[src/rtl/fpu_core.sv]
// Small x87-style stack FPU: eight 80-bit registers addressed relative to TOP, four-state sequencer.
// Optional FPTAN support is compiled in when FPU_FPTAN_EN is defined.
module fpu_core (
  input  logic        clk,
  input  logic        reset,
  input  logic        execute,
  input  logic [7:0]  instruction,
  input  logic [2:0]  stack_index,
  input  logic [79:0] data_in,
  input  logic [31:0] int_data_in,
  input  logic [15:0] control_in,
  input  logic        control_write,
  output logic        ready,
  output logic        error,
  output logic [79:0] data_out,
  output logic [15:0] status_out,
  output logic [1:0]  fsm_state
);

  // Handshake: execute is sampled on a rising edge only while ready=1 (idle);
  // ready then stays low until the instruction has fully retired.

  localparam logic [7:0] OP_FLD  = 8'h20;
  localparam logic [7:0] OP_FILD = 8'h21;
  localparam logic [7:0] OP_FLDZ = 8'h22;
  localparam logic [7:0] OP_FLD1 = 8'h23;
  localparam logic [7:0] OP_FST  = 8'h30;
  localparam logic [7:0] OP_FSTP = 8'h31;
  localparam logic [7:0] OP_FCHS = 8'h40;
  localparam logic [7:0] OP_FABS = 8'h41;
  localparam logic [7:0] OP_FXCH = 8'h42;
`ifdef FPU_FPTAN_EN
  localparam logic [7:0] OP_FPTAN = 8'h54;
`endif

  localparam logic [1:0] TAG_VALID = 2'b00;
  localparam logic [1:0] TAG_ZERO  = 2'b01;
  localparam logic [1:0] TAG_EMPTY = 2'b11;

  localparam logic [79:0] VAL_ONE   = 80'h3FFF_8000000000000000;
  localparam logic [79:0] VAL_INDEF = 80'hFFFF_C000000000000000;

  typedef enum logic [1:0] {S_IDLE, S_EXEC, S_WB, S_STACK} state_t;

  typedef struct packed {
    logic        wa_en;
    logic [2:0]  wa_slot;
    logic [79:0] wa_val;
    logic [1:0]  wa_tag;
    logic        wb_en;
    logic [2:0]  wb_slot;
    logic [79:0] wb_val;
    logic [1:0]  wb_tag;
    logic        st_en;
    logic [79:0] st_val;
    logic        push;
    logic        pop;
    logic        ie_set;
    logic        sf_set;
    logic        c1_wr;
    logic        c1_val;
    logic        c2_wr;
    logic        c2_val;
  } pend_t;

  state_t      state;
  logic [79:0] regs [8];
  logic [1:0]  tags [8];
  logic [2:0]  top;
  logic [15:0] cw;
  logic        ie, sf, c1, c2;
  logic [7:0]  op_q;
  logic [2:0]  idx_q;
  logic [79:0] din_q;
  logic [31:0] idin_q;
  pend_t       pend, nxt;

  logic [2:0]  slot0, sloti, slotp;
  logic [79:0] push_val;
  logic [1:0]  push_tag;
  logic        uflow;
  logic [31:0] fild_mag, fild_sig;
  logic [4:0]  fild_msb;
  logic [79:0] fild_val;
  logic        es;
  logic        unused_cw;

  assign slot0 = top;
  assign sloti = top + idx_q;
  assign slotp = top - 3'd1;

  // Integer load is exact: normalise the magnitude so its MSB lands on the explicit integer bit.
  always_comb begin
    fild_mag = idin_q[31] ? (~idin_q + 32'd1) : idin_q;
    fild_msb = 5'd0;
    for (int i = 0; i < 32; i++) begin
      if (fild_mag[i]) fild_msb = 5'(i);
    end
    fild_sig = fild_mag << (5'd31 - fild_msb);
    fild_val = (fild_mag == 32'd0) ? 80'd0
             : {idin_q[31], 15'h3FFF + {10'd0, fild_msb}, fild_sig, 32'd0};
  end

  always_comb begin
    nxt      = '0;
    push_val = '0;
    push_tag = TAG_VALID;
    uflow    = 1'b0;
    case (op_q)
      OP_FLD: begin
        nxt.push = 1'b1;
        push_val = din_q;
        push_tag = (din_q[78:0] == 79'd0) ? TAG_ZERO : TAG_VALID;
      end
      OP_FILD: begin
        nxt.push = 1'b1;
        push_val = fild_val;
        push_tag = (fild_mag == 32'd0) ? TAG_ZERO : TAG_VALID;
      end
      OP_FLDZ: begin
        nxt.push = 1'b1;
        push_tag = TAG_ZERO;
      end
      OP_FLD1: begin
        nxt.push = 1'b1;
        push_val = VAL_ONE;
      end
      OP_FST, OP_FSTP: begin
        if (tags[sloti] == TAG_EMPTY) uflow = 1'b1;
        else begin
          nxt.st_en  = 1'b1;
          nxt.st_val = regs[sloti];
          nxt.pop    = (op_q == OP_FSTP);
        end
      end
      OP_FCHS, OP_FABS: begin
        if (tags[slot0] == TAG_EMPTY) uflow = 1'b1;
        else begin
          nxt.wa_en   = 1'b1;
          nxt.wa_slot = slot0;
          nxt.wa_val  = {(op_q == OP_FCHS) ? ~regs[slot0][79] : 1'b0, regs[slot0][78:0]};
          nxt.wa_tag  = tags[slot0];
        end
      end
      OP_FXCH: begin
        if (tags[slot0] == TAG_EMPTY || tags[sloti] == TAG_EMPTY) uflow = 1'b1;
        else begin
          nxt.wa_en   = 1'b1;
          nxt.wa_slot = slot0;
          nxt.wa_val  = regs[sloti];
          nxt.wa_tag  = tags[sloti];
          nxt.wb_en   = 1'b1;
          nxt.wb_slot = sloti;
          nxt.wb_val  = regs[slot0];
          nxt.wb_tag  = tags[slot0];
        end
      end
`ifdef FPU_FPTAN_EN
      OP_FPTAN: begin
        if (tags[slot0] == TAG_EMPTY) uflow = 1'b1;
        else if (tags[slot0] == TAG_ZERO) begin
          // tan(+-0) = +-0, so ST(0) stays and 1.0 is pushed on top of it.
          nxt.push   = 1'b1;
          push_val   = VAL_ONE;
          nxt.c2_wr  = 1'b1;
          nxt.c2_val = 1'b0;
        end else begin
          nxt.c2_wr  = 1'b1;
          nxt.c2_val = 1'b1;
        end
      end
`endif
      default: nxt.ie_set = 1'b1;
    endcase

    if (nxt.push) begin
      nxt.wa_en   = 1'b1;
      nxt.wa_slot = slotp;
      if (tags[slotp] != TAG_EMPTY) begin
        nxt.wa_val = VAL_INDEF;
        nxt.wa_tag = TAG_VALID;
        nxt.ie_set = 1'b1;
        nxt.sf_set = 1'b1;
        nxt.c1_wr  = 1'b1;
        nxt.c1_val = 1'b1;
      end else begin
        nxt.wa_val = push_val;
        nxt.wa_tag = push_tag;
      end
    end
    if (uflow) begin
      nxt.ie_set = 1'b1;
      nxt.sf_set = 1'b1;
      nxt.c1_wr  = 1'b1;
      nxt.c1_val = 1'b0;
    end
  end

  always_ff @(posedge clk or negedge reset) begin
    if (!reset) begin
      state    <= S_IDLE;
      ready    <= 1'b1;
      top      <= 3'd0;
      cw       <= 16'h037F;
      ie       <= 1'b0;
      sf       <= 1'b0;
      c1       <= 1'b0;
      c2       <= 1'b0;
      data_out <= '0;
      op_q     <= '0;
      idx_q    <= '0;
      din_q    <= '0;
      idin_q   <= '0;
      pend     <= '0;
      for (int i = 0; i < 8; i++) begin
        regs[i] <= '0;
        tags[i] <= TAG_EMPTY;
      end
    end else begin
      if (control_write) cw <= control_in;
      case (state)
        S_IDLE: begin
          if (!ready) ready <= 1'b1;
          else if (execute) begin
            op_q   <= instruction;
            idx_q  <= stack_index;
            din_q  <= data_in;
            idin_q <= int_data_in;
            ready  <= 1'b0;
            state  <= S_EXEC;
          end
        end
        S_EXEC: begin
          pend  <= nxt;
          state <= S_WB;
        end
        S_WB: begin
          if (pend.wb_en) begin
            regs[pend.wb_slot] <= pend.wb_val;
            tags[pend.wb_slot] <= pend.wb_tag;
          end
          if (pend.wa_en) begin
            regs[pend.wa_slot] <= pend.wa_val;
            tags[pend.wa_slot] <= pend.wa_tag;
          end
          if (pend.st_en)  data_out <= pend.st_val;
          if (pend.ie_set) ie <= 1'b1;
          if (pend.sf_set) sf <= 1'b1;
          if (pend.c1_wr)  c1 <= pend.c1_val;
          if (pend.c2_wr)  c2 <= pend.c2_val;
          state <= S_STACK;
        end
        S_STACK: begin
          if (pend.push) top <= top - 3'd1;
          else if (pend.pop) begin
            tags[top] <= TAG_EMPTY;
            top       <= top + 3'd1;
          end
          state <= S_IDLE;
        end
        default: state <= S_IDLE;
      endcase
    end
  end

  assign es         = ie & ~cw[0];
  assign error      = es;
  assign status_out = {~ready, 1'b0, top, c2, c1, 1'b0, es, sf, 5'b0, ie};
  assign fsm_state  = state;
  assign unused_cw  = ^cw[15:1];

endmodule

[config.mk]
export PLATFORM = sky130hd
export DESIGN_NAME = fpu_core
export DESIGN_NICKNAME = d
export VERILOG_FILES = /design/src/rtl/fpu_core.sv
export SDC_FILE = /design/constraint.sdc
export NUM_CORES = 2
export LEC_CHECK = 0
export BUFFER_PORTS_ARGS = -buffer_cell sky130_fd_sc_hd__buf_2
export CAP_MARGIN = 20
export CORE_MARGIN = 3
export CORE_UTILIZATION = 46
export DETAILED_ROUTE_END_ITERATION = 10
export PLACE_DENSITY_LB_ADDON = 0.08
export SLEW_MARGIN = 20
export SYNTH_ARGS = -nofsm -noshare
export SYNTH_HDL_FRONTEND = slang
export SYNTH_SLANG_ARGS = --single-unit
[constraint.sdc]
create_clock -name clk -period 5.1 [get_ports clk]
set_input_delay 1.02 -clock clk [delete_from_list [all_inputs] [get_ports clk]]
set_output_delay 1.02 -clock clk [all_outputs]
set_load 0.03 [all_outputs]
Yosys cells after proc, flatten, opt, wreduce, memory -nomap -nowiden
Index checks and enable logic that the tools add are counted.
{ "word_totals": {"register_bits": 1128, "input_bits": 143} }
{ "op_classes": {"n_addsub": 6, "reduce_logical": 21, "eq_ne": 19, "order_cmp": 8, "n_bitwise": 11, "muxes": 102, "shift": 1} }
{ "ops": {"columns": ["op", "n"], "rows": [
  ["640-bit two-way mux", 3],
  ["640-bit bitwise mux", 2],
  ["80-bit two-way mux", 7],
  ["80-bit binary-select mux with 3-bit select", 2],
  ["80-bit demux with 3-bit select", 2],
  ["86-bit two-way mux", 3],
  ["80-bit one-hot mux with 3 select lines", 1],
  ["172-bit two-way mux", 1],
  ["86-bit one-hot mux with 2 select lines", 1],
  ["81-bit two-way mux", 2],
  ["5-bit two-way mux", 29],
  ["82-bit two-way mux", 1],
  ["16-bit two-way mux", 5],
  ["79-bit logical NOT", 1],
  ["8-bit by 6-bit == test with 1-bit output (second input constant)", 6],
  ["32-bit by 1-bit adder with 32-bit output (second input constant)", 1],
  ["16-bit bitwise mux", 2],
  ["32-bit logical NOT", 1],
  ["32-bit two-way mux", 1],
  ["32-bit inverter", 1],
  ["16-bit one-hot mux with 2 select lines", 1],
  ["32-bit by 5-bit left shift with 32-bit output", 1],
  ["8-bit by 7-bit == test with 1-bit output (second input constant)", 3],
  ["2-bit two-way mux", 12],
  ["30 further kinds", 79]
]} }

Logic depth before layout (Yosys ltp)
{ "logic_depth": {"word_depth": 40, "mapped_depth": 19, "mapped_depth_nobuf": 15} }

Least setup slack after synthesis
Ideal clock, no wire load.
{ "synth_timing": {"path_type": "register -> register", "startpoint": "register idin_q[0]", "endpoint": "register pend[245] (netlist bit)", "arrival_time_ns": 4.310, "n_path_buf": 4, "stages_incl_launch_ff": 20, "synth_period_minus_slack_ns": 4.436, "setup_slack_ns": 0.664, "path_cell_list": "dfrtp_1 -> clkbuf_1 -> inv_1 -> ha_1 -> nor3b_1 -> nand2_1 -> buf_2 -> o41ai_1 -> xor2_1 -> o2111ai_2 -> a31o_1 -> a21oi_4 -> inv_4 -> buf_6 -> buf_6 -> ha_1 -> and3_1 -> ha_1 -> nor2_1 -> o32a_1"} }
{ "synth_between": {"elab_chain_len": 39, "word_cells_on_any_way": 40, "classes_between": "add/sub (2); mux (36); bitwise (1); reduce/logical (1)"} }
{ "synth_rtl": {"columns": ["item", "line", "rtl"], "rows": [
  ["start, declared", "75", "logic [31:0] idin_q;"],
  ["start signal, assigned", "228", "idin_q <= int_data_in;"],
  ["32-bit inverter", "94", "fild_mag = idin_q[31] ? (~idin_q + 32'd1) : idin_q;"],
  ["32-bit by 1-bit adder with 32-bit output", "94", null],
  ["32-bit two-way mux *", "94", null],
  ["1-bit two-way mux", "97", "if (fild_mag[i]) fild_msb = 5'(i);"],
  ["2-bit two-way mux", "97", null],
  ["5-bit two-way mux (29 in series)", "97", null],
  ["14-bit by 5-bit adder with 15-bit output", "101", ": {idin_q[31], 15'h3FFF + {10'd0, fild_msb}, fild_sig, 32'd0};"],
  ["80-bit two-way mux *", "100", "fild_val = (fild_mag == 32'd0) ? 80'd0"],
  ["80-bit one-hot mux with 3 select lines *", "109", "case (op_q)"],
  ["82-bit two-way mux *", "179", "if (tags[slotp] != TAG_EMPTY) begin"],
  ["86-bit two-way mux *", "176", "if (nxt.push) begin"],
  ["end signal, assigned", "234", "pend <= nxt;"],
  ["end, declared", "76", "pend_t pend, nxt;"]
]} }
Mark *: on every way between the ends. The rest lies on a longest branch, timed or not.
A chain may end at the register's enable or synchronous reset.

Worst setup path in the final report
Same ends and word-level chain as after synthesis.

==> results.txt <==
status: complete, no violations
Worst Setup Start Kind: flip-flop
P_leak: 28.3 nW
Iter 0 DRT Violations: 9085
fin cells: 7843
relative slew slack: 16.1%
final WL: 247 mm
GRT Total Usage: 36.3%
largest net degree at the start of global routing: 184
Max H-tree Level: 4
# clock sinks: 1127
fin crit share: 95.3%
area of the die: 133000 sq um
clk slew on worst S/H paths: 60 ps
Setup Skew: 42.9 ps
area grow syn2layout: 11.7%
met1 Track Usage GR: 51.7%
sequential cell area fraction in the yosys report: 47.6%
met3 usage in global routing: 9.98%
Syn Std Cell Area: 59300 sq um
kind of critical path: flip-flop to flip-flop
Worst-Margin Slew: 1260 ps
crit-path max FO: 26
total power: 51.7 mW
Post-synth EDFFs: 0
drt wl/cell: 31.5 um
RSZ-0062 raised after global routing: false
met2 Resource Use GR: 52.2%
syn avg cell area: 9.41 sq um
Hold Path Class: input port to async pin
Die Y: 365 um
share of synthesized registers carrying an async set or reset: 100%
DR vias: 55198
Starting Density: 46.4%
pwr dens: 780 nW/um^2
warnings from Yosys: 0
synthesized flop and latch total: 1127
Final Setup Violations: 0
die width: 365 um
Setup TNS Final: 0 ps
Mapped Cells: 6303
core area: 128000 sq um
cts-stage hold buffer count: 0
DP HPWL: 136 mm
layout cells sized above 1: 16.2%
fill cell count: 11635
WP data arrival: 5520 ps
detailed-route DRC error count: 0
I/O pin count: 243
vias in the first global route: 52670
max-cap violation count: 0
routability cong.: 0.937
drt pass-1 iters: 7
Hold Fails Final Rpt: 0
Final Max Slew Viols: 0
nets@finish: 6229
most frequent cells in the layout: o22ai_1, dfrtp_1, a21oi_1
first-pass GRT wire length: 362 mm
CTS tree: yes
Critical Path End Type: flip-flop
Worst-Skew Late Latency: 790 ps
peak supply drop: 0.716 mV
vias per inst: 7.04
Unique masters post-synth: 91
WP data required: 5760 ps
clk root buf: clkbuf_16
row cnt: 131
CTS buffer count: 131
Overflow after GRT: 0
initial antenna violation count: 3
placed insts: 7601
most common library cell in the layout ignoring fill and taps: o22ai_1
GR peak layer: met2
I/O Buffers: 219
Tmin final: 4860 ps
ANT nets after route: 0
fmax: 206 MHz
clock buffer depth: 3
Top FF cell, synth: dfrtp_1
where the power goes:
part | internal, mW | leakage [nW] | switching [mW]
Combinational | 10.1 | 11.6 | 15.0
Clock | 5.95 | 2.24 | 4.10
Sequential | 12.3 | 14.5 | 4.22
Total | 28.4 | 28.3 | 23.3
final cells by class:
cell class                 count  area [sq um]  share of cell area [%]
clock inverter                41           678                    1.02
antenna                        1          2.50                 0.00378
clock buffer                 197          3900                    5.88
timing repair buffer         400          2890                    4.36
inverter                     199           754                    1.14
tap                         1662          2080                    3.14
sequential                  1127         28200                    42.6
multi-input combinational   4216         27700                    41.9
per-stage QoR:
stage               util, %  hold WS, ps  cell area [sq um]  setup WS (ps)
floorplan                 -          436              59400            664
global placement       48.2          447              61700            200
detailed placement     48.2          454              61700            133
CTS                    51.8          277              66200            133
global route           51.8          305              66300           52.5
finish                 51.8          294              66300            239
state kept, by name (all words and copies together) (netlist names):
signal	flops
tags	16
data_out	80
slot0	3
idx_q	3
sf	1
ready	1
idin_q	32
regs	640
fsm_state	2
ie	1
pend	258
op_q	8
din_q	80
c1	1
cw	1
worst max-delay path: stages (launching register included):
cell and delay (ps):
dfrtp_1 370, inv_1 130, ha_1 280, nor3b_1 210, buf_4 230, nand2_2 170, or4_1 570, a211oi_2 310
o2111ai_2 220, a31o_1 320, a21oi_4 300, inv_4 230, ha_1 360, and3_1 280, ha_1 320, nor2_1 70
o32a_1 360
timing repair:
action	CTS	global route
buffers inserted	0	3
hold endpoints to repair	0	0
resized for setup	0	4
endpoints found under the setup margin	0	12
cells by family after synthesis:
| family | share of synthesized area [%] |
|---|---|
| compound gates | 25.0 |
| simple gates | 9.24 |
| flops | 47.6 |
| buf+inv | 6.29 |
| mux | 11.1 |
| xor+xnor | 0.517 |
| fa+ha+maj | 0.245 |
| other cells | 0.00632 |
per-layer routing:
layer,up-vias,routed length (um)
li1,23004,-
met1,27446,100000
met2,4018,105000
met3,728,31500
met4,2,10400
met5,-,13
synth_stat cells (17+ instances only):
cell,number,area share [%]
a21oi_1,785,6.6
o211ai_1,20,0.25
o21a_1,40,0.51
dfrtp_1,1109,47
dfstp_2,18,0.80
o22a_1,23,0.34
mux2i_1,126,2.1
a211oi_1,17,0.22
nor3_1,32,0.27
o221ai_1,26,0.38
buf_1,219,1.4
nand3_1,35,0.30
buf_2,19,0.16
clkbuf_1,513,3.2
nor4_1,37,0.39
xnor2_1,21,0.31
o21ai_0,264,2.2
or4_1,91,1.2
nand2_1,203,1.3
nor2_1,745,4.7
nand4_1,19,0.20
mux2_2,134,2.5
mux4_2,167,6.3
inv_1,195,1.2
o22ai_1,1152,12
a31oi_1,26,0.27
final timing paths:
path	slack (ps)	from	depth (start not counted)	to
max	240	idin_q[0]	16	pend[245]
min	290	reset	1	idin_q[0]
max reg2reg	240	idin_q[0]	16	pend[245]
min reg2reg	470	data_out[20]	2	data_out[20]
max in group asynchronous	3500	reset	2	pend[250]
min in group clk	460	data_in[4]	2	din_q[4]
(Power assumes the default switching activity.)
